**src/rtl/led_blink_multi.sv**
```systemverilog
// led_blink_multi: multi-channel LED blinker with a shared 1 kHz timebase.
// A prescaler divides clk down to a one-cycle tick; each channel runs off,
// solid-on, blink or burst mode at its own programmable half-period.
// Optional feature macro: LED_BLINK_MULTI_BURST_EN (burst mode 11). When it
// is undefined, mode 11 behaves as blink and no burst state is built.
module led_blink_multi #(
  parameter int unsigned CLK_HZ     = 2_080_000,
  parameter int unsigned TICK_HZ    = 1_000,
  parameter int unsigned NUM_CH     = 4,
  parameter int unsigned HP_W       = 16,
  parameter int unsigned DEFAULT_HP = 500,
  parameter int unsigned BURST_N    = 3,
  parameter int unsigned BURST_GAP  = 4,
  localparam int unsigned CHW       = (NUM_CH > 1) ? $clog2(NUM_CH) : 1
) (
  input  logic              clk,
  input  logic              reset_n,
  input  logic              wr_en,
  input  logic [CHW-1:0]    wr_ch,
  input  logic [1:0]        wr_mode,
  input  logic [HP_W-1:0]   wr_hp,
  output logic              tick,
  output logic [NUM_CH-1:0] led
);

  localparam int unsigned PRESCALE = CLK_HZ / TICK_HZ;
  localparam int unsigned PW       = (PRESCALE > 1) ? $clog2(PRESCALE) : 1;

  typedef enum logic [1:0] {
    MODE_OFF   = 2'b00,
    MODE_ON    = 2'b01,
    MODE_BLINK = 2'b10,
    MODE_BURST = 2'b11
  } mode_e;

  // Parameter sanity: an unusable configuration stops elaboration.
  if (PRESCALE < 2 || PRESCALE * TICK_HZ != CLK_HZ || NUM_CH < 1 || NUM_CH > 16 ||
      BURST_N < 1 || (2 * BURST_N + BURST_GAP) < 2 || HP_W < 1) begin : g_cfg_err
    $error("led_blink_multi: invalid parameter set");
  end

  logic [PW-1:0]   pcnt_q, pcnt_d;
  mode_e           mode_q [NUM_CH];
  mode_e           mode_d [NUM_CH];
  logic [HP_W-1:0] hp_q   [NUM_CH];
  logic [HP_W-1:0] hp_d   [NUM_CH];
  logic [HP_W-1:0] tcnt_q [NUM_CH];
  logic [HP_W-1:0] tcnt_d [NUM_CH];
  logic [NUM_CH-1:0] led_q, led_d;
  logic            wr_hit;

`ifdef LED_BLINK_MULTI_BURST_EN
  localparam int unsigned BP = 2 * BURST_N + BURST_GAP;
  localparam int unsigned UW = $clog2(BP);
  logic [UW-1:0]   u_q [NUM_CH];
  logic [UW-1:0]   u_d [NUM_CH];
`endif

  // A programmed half-period of 0 runs as 1.
  function automatic logic [HP_W-1:0] eff_hp(input logic [HP_W-1:0] hp);
    return (hp == '0) ? HP_W'(1) : hp;
  endfunction

  assign tick   = (pcnt_q == PW'(PRESCALE - 1));
  assign led    = led_q;
  assign wr_hit = wr_en && (32'(wr_ch) < NUM_CH);

  // Next-state for the prescaler and every channel; a write overrides the tick.
  always_comb begin
    pcnt_d = tick ? '0 : pcnt_q + PW'(1);
    led_d  = led_q;
    for (int unsigned ch = 0; ch < NUM_CH; ch++) begin
      mode_d[ch] = mode_q[ch];
      hp_d[ch]   = hp_q[ch];
      tcnt_d[ch] = tcnt_q[ch];
`ifdef LED_BLINK_MULTI_BURST_EN
      u_d[ch]    = u_q[ch];
`endif
      unique case (mode_q[ch])
        MODE_OFF: begin
          tcnt_d[ch] = '0;
          led_d[ch]  = 1'b0;
`ifdef LED_BLINK_MULTI_BURST_EN
          u_d[ch]    = '0;
`endif
        end
        MODE_ON: begin
          tcnt_d[ch] = '0;
          led_d[ch]  = 1'b1;
`ifdef LED_BLINK_MULTI_BURST_EN
          u_d[ch]    = '0;
`endif
        end
        MODE_BLINK, MODE_BURST: begin
          if (tick) begin
            if (tcnt_q[ch] == eff_hp(hp_q[ch]) - HP_W'(1)) begin
              tcnt_d[ch] = '0;
`ifdef LED_BLINK_MULTI_BURST_EN
              if (mode_q[ch] == MODE_BURST) begin
                u_d[ch]   = (u_q[ch] == UW'(BP - 1)) ? '0 : u_q[ch] + UW'(1);
                led_d[ch] = u_d[ch][0] && (32'(u_d[ch]) < 2 * BURST_N);
              end else begin
                led_d[ch] = ~led_q[ch];
              end
`else
              led_d[ch]  = ~led_q[ch];
`endif
            end else begin
              tcnt_d[ch] = tcnt_q[ch] + HP_W'(1);
            end
          end
        end
        default: ;
      endcase
      if (wr_hit && (32'(wr_ch) == ch)) begin
        mode_d[ch] = mode_e'(wr_mode);
        hp_d[ch]   = wr_hp;
        tcnt_d[ch] = '0;
        led_d[ch]  = (mode_e'(wr_mode) == MODE_ON);
`ifdef LED_BLINK_MULTI_BURST_EN
        u_d[ch]    = '0;
`endif
      end
    end
  end

  // State registers; power-on state is every channel blinking at DEFAULT_HP.
  always_ff @(posedge clk or negedge reset_n) begin
    if (!reset_n) begin
      pcnt_q <= '0;
      led_q  <= '0;
      for (int unsigned ch = 0; ch < NUM_CH; ch++) begin
        mode_q[ch] <= MODE_BLINK;
        hp_q[ch]   <= HP_W'(DEFAULT_HP);
        tcnt_q[ch] <= '0;
`ifdef LED_BLINK_MULTI_BURST_EN
        u_q[ch]    <= '0;
`endif
      end
    end else begin
      pcnt_q <= pcnt_d;
      led_q  <= led_d;
      mode_q <= mode_d;
      hp_q   <= hp_d;
      tcnt_q <= tcnt_d;
`ifdef LED_BLINK_MULTI_BURST_EN
      u_q    <= u_d;
`endif
    end
  end

endmodule

```
**config.mk**
```make
export PLATFORM = sky130hd
export DESIGN_NAME = led_blink_multi
export DESIGN_NICKNAME = d
export VERILOG_FILES = /design/src/rtl/led_blink_multi.sv
export SDC_FILE = /design/constraint.sdc
export NUM_CORES = 1
export LEC_CHECK = 0
export CORE_MARGIN = 3
export CORE_UTILIZATION = 30
export DETAILED_ROUTE_END_ITERATION = 6
export GPL_TIMING_DRIVEN = 0
export PLACE_DENSITY = 0.56
export SLEW_MARGIN = 30
export SYNTH_ARGS = -nofsm -noshare
export SYNTH_HDL_FRONTEND = slang
export SYNTH_SLANG_ARGS = --single-unit
```
**constraint.sdc**
```tcl
create_clock -name clk -period 4.7 [get_ports clk]
set_input_delay 0.94 -clock clk [delete_from_list [all_inputs] [get_ports clk]]
set_output_delay 0.94 -clock clk [all_outputs]
set_load 0.03 [all_outputs]
```
# After elaboration in Yosys (flattened, before gate mapping)
# Cells that the tools add are included.
totals:
  in_bits: 23
  regBits: 152
  elab_cells: 121
  mem_count: 0
  ram_bits: 0
  latchBits: 0
  romBits: 0
op_classes:
  div_mod_pow: 0
  muxes: 37
  eq_ne: 29
  n_reduce_logical: 25
  shifts: 0
  mul: 0
  bitwise_logic: 4
  n_addsub: 9
  n_lt_le_gt_ge: 0
op_table:
  columns: ["op", "n"]
  rows:
  - ["$mux W16", 16]
  - ["$pmux W16 S2", 4]
  - ["$add A16 B1 Y16 const B", 4]
  - ["$eq A16 B16 Y1", 4]
  - ["$logic_not A16 Y1", 4]
  - ["$sub A16 B1 Y16 const B", 4]
  - ["$ne A3 B3 Y1 const B", 8]
  - ["$eq A2 B2 Y1 const B", 10]
  - ["$reduce_or A2 Y1", 8]
  - ["$add A12 B1 Y12 const B", 1]
  - ["$eq A12 B12 Y1 const B", 1]
  - ["$eq A2 B1 Y1 const B", 6]
  - ["$mux W1", 12]
  - ["$mux W12", 1]
  - ["$pmux W1 S3", 4]
  - ["$logic_not A2 Y1", 5]
  - ["$reduce_and A2 Y1", 4]
  - ["$logic_and A1 B1 Y1", 4]
  - ["$not A1 Y1", 4]

# Longest topological paths before layout
# Gate-level depths: netlist of the first run.
depth:
  ltp_word: 8
  depth_mapped: 15
  mapped_depth_nobuf: 13

# Least setup slack after synthesis of the first run
# OpenSTA, ideal clock, no wires.
synth_path:
  path_kind: "register -> register"
  start: "register hp_q[18] in the netlist's numbering"
  end: "register tcnt_q[22] in the netlist's numbering"
  t_required_ns: 4.568
  synth_period_minus_slack_ns: 3.955
  path_stages_with_launch: 15
  setup_slack_ns: 0.745
  arrival_ns: 3.823
  cell_sequence: "dfstp_2 > clkbuf_1 > or4_1 > or2_2 > or2_2 > and2_1 > ha_1 > xnor2_1 > a2111oi_0 > nand4_1 > a2111oi_0 > nand4_1 > o21ai_1 > clkbuf_1 > nor2_1"
synth_between:
  elab_chain_cells: 8
synth_lines:
  columns: ["item", "line", "rtl"]
  rows:
  - ["from (decl)", "45", "logic [HP_W-1:0] hp_q [NUM_CH];"]
  - ["from (signal, indexed assignment)", "134", "hp_q[ch] <= HP_W'(DEFAULT_HP);"]
  - ["from (signal assigned)", "144", "hp_q <= hp_d;"]
  - ["$logic_not A16 Y1", "61", "return (hp == '0) ? HP_W'(1) : hp;"]
  - ["$mux W16 *", "61", null]
  - ["$sub A16 B1 Y16 *", "96", "if (tcnt_q[ch] == eff_hp(hp_q[ch]) - HP_W'(1)) begin"]
  - ["$eq A16 B16 Y1 *", "96", null]
  - ["$mux W16 *", "96", null]
  - ["$mux W16 *", "95", "if (tick) begin"]
  - ["$pmux W16 S2 *", "79", "unique case (mode_q[ch])"]
  - ["$mux W16 *", "115", "if (wr_hit && (32'(wr_ch) == ch)) begin"]
  - ["to (signal assigned)", "145", "tcnt_q <= tcnt_d;"]
  - ["to (decl)", "47", "logic [HP_W-1:0] tcnt_q [NUM_CH];"]
# Mark *: on every way between the ends. The rest lies on a longest branch, timed or not. The select of a mux whose other input is x is not followed.
# A chain may end at the register's enable or synchronous reset.

# Worst setup path after layout of the first run
layout_path:
  start: "register hp_q[58] in the netlist's numbering"
  end: "register led_q[0], in the netlist led[0]"
layout_between:
  elab_chain_cells: 6
layout_lines:
  columns: ["item", "line", "rtl"]
  rows:
  - ["$logic_not A16 Y1", "61", null]
  - ["$mux W16 *", "61", null]
  - ["$sub A16 B1 Y16 *", "96", null]
  - ["$eq A16 B16 Y1 *", "96", null]
  - ["$ne A3 B3 Y1 (no line) *", null, null]
  - ["$reduce_and A2 Y1 (no line) *", null, null]
  - ["to (signal assigned)", "142", "led_q <= led_d;"]
  - ["to (decl)", "49", "logic [NUM_CH-1:0] led_q, led_d;"]
# Mark *: on every way between the ends. The rest lies on a longest branch, timed or not.

==> reports/metrics.cfg, run 1 <==
[run_status]
status=finished clean

[logic_synthesis]
synth_seq_cells=152
synthFlopType=dfrtp_1
yosysWarnings=0
ys_top_cells_by_count=124 x dfrtp_1, 88 x nor2_1, 74 x mux2_2, 74 x xnor2_1, 64 x nand2_1
synthTopCellsByArea=dfrtp_1 35%, mux2_2 9.4%, dfstp_2 8.3%, xnor2_1 7.3%, xor2_1 4.6%
synth.most_common_cell=dfrtp_1
ys_types=66
synth_edf_count=0
async_flop_share=1.000
syn_nets=939
ys_seq_area_frac=0.4317
synth_cells=907
synth_top_area_cell=dfrtp_1
avgSynthCellArea_um2=9.803
syn-cell-area_um2=8891
synth_top_area_frac=0.3490

[pwr]
p_leak_uw=0.003859
vdd_drop_max_v=0.0002738
power_density_nw_per_um2=361.9

[clocking]
cts_hold_buf=0
clkSinkCount=152
cts_buffers=17
htreeDepth=4
clk_pin_slew_ns=0.06
post_cts_resized=2
cts_root_buffer=clkbuf_16
clk_path_buf_depth=2
cts_tree=done
post_cts_buffers=0
clk-insertion-delay-late_ns=0.43

[sta]
tns_ns=0
setup_viol=0
rsz0062_at_grt=no
slew_headroom=0.4515
drv_slew=0
layout_worst_path_cycle_share=0.9533
finalHoldViolCount=0
fmax_ghz=0.2232
worst_slew_pin_slew_ns=0.8228
clock-skew-final_ns=0.01530
finalCriticalPeriod_ns=4.480

[routing]
drtPass1Iterations=7
drt-wirelength-per-cell_um=16.55
met2_length_mm=10.19
dr.max_layer_used=met4
drtAntennaViolNets=0
drc=0
vias=6929
wl_met3_um=676
drt_iter0_markers=493
drt-total-wl_mm=22.36
wl_met1_mm=11.28
viasPerCell=5.129

[worst_setup_path]
rr_worst_depth=12
crit_arrival_ns=4.79
critical_path_required_ns=5.01
critPathKind=flip-flop to flip-flop
crit_path_start_kind=flip-flop
cp_max_fo=10
worst_setup_path_end_kind=flip-flop

[run]
drv_cap=0

[place]
io_buffer_count=27
dpl_cell_area_um2=9702
place.detailed.hpwl_mm=16.12
place.gp.congestion=0.8493

[final_layout]
num_antenna_cells=0
fin_area_um2=10270
layout.nets=986
drive_above_1_share=0.1582
fillers=2956
areaGrowthSynthToFinish_pct=15.49

[floorplan]
initial_core_util=0.3073
row_count=62
die_y_um=178.2
fp.coreArea_um2=28940
dieWidth_um=178.2
dieArea_um2=31740
pin_count=28

[global_routing]
grt_overflow_total=0
grt_use_total=0.1453
antenna_found_initial=1
grt_pass1_wl_mm=36.36
grt_pass1_vias=6710
grt_max_degree=66

[min_path]
hp-class=input port to asynchronous set/reset pin

## metal layers
layer,vias up,GRT usage
met1,3430,0.2065
li1,3369,-
met4,0,0.03174
met3,14,0.02639
met5,-,0
met2,116,0.2306
## through the flow
| stage | setup slack (ns) | std cells | utilization | total power (uW) | hold slack [ns] |
|---|---|---|---|---|---|
| 2_1_floorplan | 0.7448 | 907 | - | 2172 | 0.4474 |
| 3_3_place_gp | -3.773 | 1318 | 0.3332 | 2417 | 0.4742 |
| 3_5_place_dp | -0.1229 | 1320 | 0.3353 | 2440 | 0.4782 |
| 4_1_cts | 0.1031 | 1352 | 0.3541 | 3745 | 0.3626 |
| 5_1_grt | 0.01193 | 1351 | 0.3549 | 3906 | 0.3678 |
| 6_report | 0.2196 | 1351 | 0.3549 | 3716 | 0.3656 |
## worst max-delay path: stages, from the launching register on
cell and delay (ns):
dfrtp_1 0.45, or4_1 0.62, nor3_1 0.59, a31oi_1 0.24, ha_1 0.28, nand2b_1 0.21
nor4_1 0.10, xnor2_1 0.14, nor3_1 0.22, o2111ai_1 0.22, a2111oi_4 0.59, a21o_2 0.35
mux2_2 0.35
## area by class of cell
| type | count | area (um^2) | share of cell area |
|---|---|---|---|
| multi-input cells | 703 | 4885 | 0.4757 |
| flip-flops and latches | 152 | 3839 | 0.3738 |
| well taps | 384 | 480.5 | 0.04679 |
| clock buffers | 24 | 461.7 | 0.04496 |
| repair buffers | 29 | 330.3 | 0.03217 |
| plain buffers | 32 | 125.1 | 0.01218 |
| clock inverters | 8 | 76.32 | 0.007433 |
| inverters | 19 | 71.32 | 0.006945 |
## kinds of logic (layout without fill, tap and decap cells)
logic type	after synthesis	count (layout)	share of synthesized area
simple gates	367	367	0.2135
fa+ha+maj	9	9	0.01267
compound gates	126	126	0.1002
xor+xnor	121	121	0.1192
buf+inv	52	112	0.02223
flops	152	152	0.4317
mux	80	80	0.1005
## worst paths after layout
| path | start | end | slack, ns |
|---|---|---|---|
| min in group clk | pcnt_q[0]$_DFF_PN0_ | pcnt_q[0]$_DFF_PN0_ | 0.48 |
| setup / recovery | hp_q[58]$_DFFE_PN0P_ | led[0]$_DFFE_PN0P_ | 0.22 |
| setup reg to reg | hp_q[58]$_DFFE_PN0P_ | led[0]$_DFFE_PN0P_ | 0.22 |
| hold reg to reg | pcnt_q[0]$_DFF_PN0_ | pcnt_q[0]$_DFF_PN0_ | 0.48 |
| hold / removal | reset_n | tcnt_q[36]$_DFFE_PN0P_ | 0.37 |
| max in group asynchronous | reset_n | mode_q[7]$_DFFE_PN1P_ | 3.69 |
## where the power goes
part,switching (uW),leakage [uW],internal (uW)
Clock,548,0.000266,742
Sequential,183,0.00191,1480
Combinational,407,0.00168,360
Total,1140,0.00386,2580
## sequential cells by signal, indices dropped and copies added (netlist names)
name / count
pcnt_q: 12
led: 4
tcnt_q: 64
hp_q: 64
mode_q: 8
## placed cells by master, fill, tap and decap left out, types with 8 or more instances in the layout
| cell type | n |
|---|---|
| xor2_1 | 47 |
| o31ai_1 | 9 |
| nor2b_1 | 8 |
| mux2_2 | 74 |
| nand4_1 | 11 |
| xnor2_1 | 74 |
| clkdlybuf4s50_1 | 26 |
| clkbuf_16 | 17 |
| a31oi_1 | 9 |
| inv_1 | 18 |
| and3_1 | 10 |
| or4_1 | 11 |
| dfrtp_1 | 124 |
| nand2_1 | 64 |
| nand3_1 | 50 |
| o21ai_0 | 24 |
| nor4_1 | 19 |
| dfstp_2 | 28 |
| a21oi_1 | 21 |
| or3_1 | 13 |
| a21o_1 | 8 |
| ha_1 | 9 |
| clkbuf_1 | 29 |
| nor3_1 | 38 |
| nor2_1 | 88 |
| nand2b_1 | 10 |
Power figures use the tool's default switching activity.
==> inputs of run 2 (changes only) <==
--- a/config.mk
+++ b/config.mk
@@ -5,6 +5,8 @@
 export SDC_FILE = /design/constraint.sdc
 export NUM_CORES = 1
 export LEC_CHECK = 0
+export CAP_MARGIN = 25
+export CORE_ASPECT_RATIO = 2
 export CORE_MARGIN = 3
 export CORE_UTILIZATION = 30
 export DETAILED_ROUTE_END_ITERATION = 6
==> run 2 against run 1 <==
Wire length increased by 9.8%. Critical path type unchanged. Sequential share of layout area is 0.068 points lower. Combinational power rose by 2%. Design area up 0.18%. Utilization shrank 0.097 points. Sequential power about the same. First-iteration DRC count fell by 36%. Register-to-register slack lost 0.03 ns. Die area grew 0.39%.
==> reports/metrics.cfg, run 2 (same netlist as run 1, synthesis figures left out) <==
[final_layout]
final_util=0.3539  ; -0.0009740
drive_above_1_share=0.1662  ; +0.007929
layout.nets=988  ; +0.20%
largestRegisters=hp_q: 64 flops, tcnt_q: 64 flops, pcnt_q: 12 flops
num_antenna_cells=0  ; unchanged
final_cells=1329  ; -1.6%
final_common_cell=dfrtp_1
areaGrowthSynthToFinish_pct=15.71
final_cell_mix=124 x dfrtp_1, 88 x nor2_1, 74 x xnor2_1, 74 x mux2_2, 64 x nand2_1

[clocking]
clk_path_buf_depth=2  ; unchanged
cts_root_buffer=clkbuf_16
clkSinkCount=152  ; unchanged
clk-insertion-delay-late_ns=0.45  ; +0.02 ns
cts_tree=done
htreeDepth=4  ; unchanged
cts_buffers=17  ; unchanged
clk_pin_slew_ns=0.07  ; about the same

[worst_setup_path]
crit_arrival_ns=4.83  ; +0.04 ns
critical_path_required_ns=5.02  ; about the same
cp.buffers_inverters=2  ; +2
crit_path_max_incr_delay_ns=0.61  ; about the same
critPathSlowestCell=or4_1
path_cells=clkbuf_1, or4_1, or2_2, or2_2, and2_1, ha_1, xnor2_1, a2111oi_0, nand4_1, a2111oi_1, nand4_1, o21ai_4, clkbuf_2, nor2_1
cp_max_fo=10  ; unchanged
rr_worst_depth=14  ; +2
crit_family=simple AND/OR/NAND/NOR gates
crit_path_start_kind=flip-flop
worst_setup_path_end_kind=flip-flop
critPathKind=flip-flop to flip-flop
path_depth=14  ; +2

[floorplan]
pin_count=28  ; unchanged
die_y_um=249.5  ; +40%
dieArea_um2=31860  ; +0.39%
row_count=88  ; +42%
initial_core_util=0.3059  ; -0.001402
dieWidth_um=127.7  ; -28%
fp.coreArea_um2=29070  ; +0.46%

[global_routing]
grt_max_degree=85  ; +29%
grt_use_total=0.1574  ; +0.01209
antenna_found_initial=0  ; -1
grt_overflow_total=0  ; unchanged
grt_pass1_vias=6997  ; +4.3%
grt_pass1_wl_mm=38.78  ; +6.7%

[place]
io_buffer_count=27  ; unchanged
dp.cells=1295  ; -1.9%
place.gp.congestion=0.8986  ; +5.8%
place.detailed.hpwl_mm=18.62  ; +16%

[pwr]
power_uw=3841  ; +3.4%
p_leak_uw=0.003891  ; +0.83%
vdd_drop_max_v=0.0002459  ; -10%
power_density_nw_per_um2=373.4  ; +3.2%

[routing]
drtAntennaViolNets=0  ; unchanged
vias=7017  ; +1.3%
drt-wirelength-per-cell_um=18.46  ; +12%
viasPerCell=5.280  ; +2.9%
drtPass1Iterations=5  ; -2
drt_iter0_markers=315  ; -36%
drc=0  ; unchanged
drt-total-wl_mm=24.54  ; +9.8%

[run_status]
status=finished clean

[run]
drv_cap=0  ; unchanged

[sta]
drv_slew=0  ; unchanged
clock-skew-final_ns=0.01640  ; +0.001098 ns
layout_worst_path_cycle_share=0.9605  ; +0.007261
slew_headroom=0.4376  ; -0.01383
fmax_ghz=0.2215  ; -0.76%
tns_ns=0  ; unchanged
rsz0062_at_grt=no
finalCriticalPeriod_ns=4.515  ; +0.03412 ns
hold_slack_ns=0.4498  ; +0.08413 ns
worst_slew_pin_slew_ns=0.8435  ; +0.02074 ns
setup_viol=0  ; unchanged
finalHoldViolCount=0  ; unchanged

[min_path]
hp-class=input port to asynchronous set/reset pin

[run 2: cell count changes in the layout (fill, tap and decap cells not counted), moves of 2 or more]
cell | before | now
buf_4 | 0 | 2
clkbuf_1 | 29 | 24
clkinv_4 | 3 | 5
inv_8 | 0 | 2
clkinv_2 | 4 | 2
inv_6 | 0 | 3
[run 2: where the power goes]
part	internal (uW)	switching (uW)	total (uW)
Sequential	1480	180	1660
Combinational	358	421	779
Clock	795	611	1410
[run 2: final timing paths]
kind / endpoint / slack (ns) / from
setup / recovery: tcnt_q[22]$_DFFE_PN0P_ / 0.19 / hp_q[18]$_DFFE_PN1P_
hold / removal: tcnt_q[57]$_DFFE_PN0P_ / 0.45 / reset_n
setup reg to reg: tcnt_q[22]$_DFFE_PN0P_ / 0.19 / hp_q[18]$_DFFE_PN1P_
hold reg to reg: pcnt_q[0]$_DFF_PN0_ / 0.48 / pcnt_q[0]$_DFF_PN0_
max in group asynchronous: hp_q[40]$_DFFE_PN1P_ / 3.39 / reset_n
min in group clk: pcnt_q[0]$_DFF_PN0_ / 0.48 / pcnt_q[0]$_DFF_PN0_
[run 2: cell type report]
| type | count | area (um^2) |
|---|---|---|
| fill | 3004 | 18780 |
| multi-input combinational | 703 | 4883 |
| sequential | 152 | 3839 |
| tap | 360 | 450.4 |
| clock buffer | 17 | 425.4 |
| timing repair buffer | 30 | 317.8 |
| clock inverter | 15 | 170.2 |
| buffer | 33 | 130.1 |
| inverter | 19 | 71.32 |
[run 2: routing by layer]
metal / GRT usage / up-vias / part of all wire
met3: 0.02142 / 41 / 0.020
met1: 0.1613 / 3491 / 0.37
met5: 0 / - / 0
met2: 0.3006 / 107 / 0.57
li1: - / 3378 / -
met4: 0.08136 / 0 / 0.043
[run 2: worst reg2reg max path, stage by stage (launching register included)]
cell,delay [ns]
dfstp_2,0.36
clkbuf_1,0.19
or4_1,0.61
or2_2,0.32
or2_2,0.31
and2_1,0.16
ha_1,0.30
xnor2_1,0.13
a2111oi_0,0.41
nand4_1,0.19
a2111oi_1,0.44
nand4_1,0.27
o21ai_4,0.32
clkbuf_2,0.31
nor2_1,0.08
[run 2: per-stage QoR]
stage / worst slack (ns) / cell area (um^2)
floorplan: 0.7448 / 8891
finish: 0.1854 / 10290
detailed placement: -0.2432 / 9644
CTS: 0.08556 / 10250
global route: 0.003300 / 10290
global placement: -3.702 / 9612
[run 2: timing repair]
action,CTS,global route
buffers inserted,0,2
pin swaps,0,1
gates resized for setup,3,6
setup endpoints to repair,12,28
hold buffers,0,0
==> inputs of run 3 (changes only) <==
--- a/config.mk
+++ b/config.mk
@@ -5,6 +5,7 @@
 export SDC_FILE = /design/constraint.sdc
 export NUM_CORES = 1
 export LEC_CHECK = 0
+export ABC_AREA = 1
 export CAP_MARGIN = 25
 export CORE_ASPECT_RATIO = 2
 export CORE_MARGIN = 3
==> run 3 against run 2 <==
Cell count grew 29%. Maximum frequency is 27% higher. Utilization down 0.15 points. Sequential cell count is the same. Synthesized area is 7.0% higher. Worst setup slack improved by 0.96 ns. Critical path type is now flip-flop to output port. Highest routed layer unchanged.
==> reports/metrics.cfg, run 3 <==
[global_routing]
grt_pass1_vias=8235  ; +18%
grt_pass1_wl_mm=42.75  ; +10%
grt_overflow_total=0  ; unchanged
antenna_found_initial=0  ; unchanged
grt_use_total=0.1611  ; +0.003741
grt_max_degree=81  ; -4.7%

[logic_synthesis]
synth_seq_cells=152  ; unchanged
ys_top_cells_by_count=296 x nand2_1, 150 x inv_1, 126 x nor2_1
syn_nets=1275  ; +36%
synth_edf_count=0  ; unchanged
synthTopCellsByArea=dfrtp_1 33%, nand2_1 12%, dfstp_2 7.7%, xor2_1 7.0%, inv_1 5.9%
async_flop_share=1.000  ; unchanged
ys_types=41  ; -38%
synthFlopType=dfrtp_1
synth.most_common_cell=nand2_1
synth_top_area_frac=0.3261  ; -0.02286
yosysWarnings=0  ; unchanged
synth_top_area_cell=dfrtp_1
synth_cells=1243  ; +37%
syn-cell-area_um2=9514  ; +7.0%
avgSynthCellArea_um2=7.654  ; -22%
ys_seq_area_frac=0.4035  ; -0.02828

[sta]
clock-skew-final_ns=0.009301  ; -0.007098 ns
rsz0062_at_grt=no
drv_slew=0  ; unchanged
fmax_ghz=0.2812  ; +27%
setup_viol=0  ; unchanged
finalCriticalPeriod_ns=3.557  ; -0.9579 ns
layout_setup_ws_ns=1.143  ; +0.9579 ns
worst_slew_pin_slew_ns=0.7095  ; -0.1341 ns
hold_slack_ns=0.4443  ; -0.005454 ns
finalHoldViolCount=0  ; unchanged
layout_worst_path_cycle_share=0.7567  ; -0.2038
slew_headroom=0.5270  ; +0.08937

[floorplan]
row_count=91  ; +3.4%
initial_core_util=0.3061  ; about the same
fp.coreArea_um2=31080  ; +6.9%
dieArea_um2=34020  ; +6.8%
die_y_um=257.9  ; +3.4%
pin_count=28  ; unchanged
dieWidth_um=131.9  ; +3.3%

[routing]
drtPass1Iterations=5  ; unchanged
drt-total-wl_mm=26.51  ; +8.0%
drt-wirelength-per-cell_um=15.40  ; -17%
drc=0  ; unchanged
drt_iter0_markers=322  ; +2.2%
viasPerCell=4.657  ; -12%
drtAntennaViolNets=0  ; unchanged
vias=8014  ; +14%

[final_layout]
drive_above_1_share=0.1305  ; -0.03568
regArea_um2=3839  ; unchanged
largestRegisters=hp_q: 64 flops, tcnt_q: 64 flops, pcnt_q: 12 flops
final_cell_mix=296 x nand2_1, 150 x inv_1, 126 x nor2_1
final_util=0.3524  ; -0.001495
num_antenna_cells=0  ; unchanged
fillers=3239  ; +7.8%
layout.nets=1322  ; +34%
final_cells=1721  ; +29%
areaGrowthSynthToFinish_pct=15.14
final_common_cell=nand2_1
multi_input_area_um2=4949  ; +1.3%

[worst_setup_path]
critPathKind=flip-flop to output port
path_cells=ha_1, nand2_1, inv_1, nand2_1, inv_1, nand2_2, inv_2, clkdlybuf4s50_1
worst_setup_path_end_kind=output port
r2r_start=hp_q[61]$_DFFE_PN0P_
reg2reg_slack_ns=1.59  ; +1.40 ns
r2r-end=tcnt_q[62]$_DFFE_PN0P_
critPathSlowestCell=clkdlybuf4s50_1
rr_worst_depth=20  ; +6
crit_arrival_ns=2.62  ; -2.21 ns
cp_max_fo=9  ; -1
critical_path_required_ns=3.76  ; -1.26 ns
crit_path_start_kind=flip-flop
crit_path_max_incr_delay_ns=0.74  ; +0.13 ns

[place]
dp_worst_setup_slack_ns=1.374  ; +1.617 ns
place.gp.congestion=0.8800  ; -2.1%
dp.cells=1689  ; +30%
place.detailed.hpwl_mm=21.27  ; +14%
io_buffer_count=27  ; unchanged

[clocking]
cts_root_buffer=clkbuf_16
htreeDepth=4  ; unchanged
clk_pin_slew_ns=0.07  ; about the same
cts_buffers=17  ; unchanged
clk-insertion-delay-late_ns=0.44  ; about the same
post_cts_buffers=0  ; unchanged
cts_tree=done
clk_path_buf_depth=2  ; unchanged
cts_hold_buf=0  ; unchanged
clkSinkCount=152  ; unchanged
post_cts_resized=0  ; -3

[run]
drv_cap=0  ; unchanged

[pwr]
power_density_nw_per_um2=362.2  ; -3.0%
sw_frac_of_total=0.3334  ; +0.01775
combPwrFrac=0.230  ; +0.027
netSwitchingPower_uw=1323  ; +9.1%
power_frac_seq=0.403  ; -0.028
p_int_uw=2645  ; +0.60%
p_leak_uw=0.004903  ; +26%
clkPwrFrac=0.367  ; about the same
vdd_drop_max_v=0.0005143  ; +110%
power_uw=3967  ; +3.3%

[min_path]
hp-class=input port to asynchronous set/reset pin

[run_status]
status=finished clean

## run 3: power groups by stage
stage | combinational [uW] | clock, uW | sequential (uW)
final | 914 | 1450 | 1600
after global routing | 1030 | 1530 | 1620
after CTS | 926 | 1490 | 1600
after detailed placement | 922 | 0 | 1620
after global placement | 905 | 0 | 1620
after floorplan | 635 | 0 | 1610
## run 3: worst max-delay path, delay by kind of cell, from the launching register on
| family | cells | cell delay [ns] |
|---|---|---|
| buffers and inverters | 4 | 1.25 |
| DFF | 1 | 0.37 |
| and+or+nand+nor | 3 | 0.36 |
| adders and majority gates | 1 | 0.17 |
## run 3: cells by family after synthesis
family | count (synthesis) | share of synthesized area
AND/OR/NAND/NOR | 620 | 0.3004
XOR/XNOR | 104 | 0.1001
buffers and inverters | 181 | 0.07641
flip-flops | 152 | 0.4035
AO/OA/AOI/OAI | 177 | 0.1078
adder cells (fa/ha/maj) | 9 | 0.01184
## run 3: area by class of cell
class / count / share of cell area
sequential: 152 / 0.3504
timing repair buffer: 28 / 0.02764
clock buffer: 19 / 0.04043
multi-input combinational: 910 / 0.4517
clock inverter: 13 / 0.01565
tap: 418 / 0.04774
inverter: 157 / 0.05380
buffer: 24 / 0.01256
## run 3: worst max-delay path by stage
stage / start / end / slack [ns] / cells after the start
finish: pcnt_q[0]$_DFF_PN0_ / tick / 1.14 / 8
detailed placement: wr_ch[0] / tcnt_q[47]$_DFFE_PN0P_ / 1.37 / 12
global route: pcnt_q[0]$_DFF_PN0_ / tick / 0.99 / 8
CTS: pcnt_q[0]$_DFF_PN0_ / tick / 1.10 / 8
floorplan: hp_q[42]$_DFFE_PN0P_ / tcnt_q[36]$_DFFE_PN0P_ / 2.16 / 21
global placement: reset_n / tcnt_q[44]$_DFFE_PN0P_ / -3.71 / 1
## run 3: routing by layer
layer,up-vias,routed length (um),track usage
met5,-,0,0
met4,0,1484,0.09317
met3,54,500,0.02320
met2,125,15430,0.3281
met1,3764,9094,0.1464
li1,4071,-,-
## run 3: stage by stage
stage / setup TNS, ns / area (um^2)
after floorplan: 0 / 9514
final: 0 / 10950
after global routing: 0 / 10950
after detailed placement: 0 / 10340
after global placement: -504.74 / 10310
after CTS: 0 / 10950
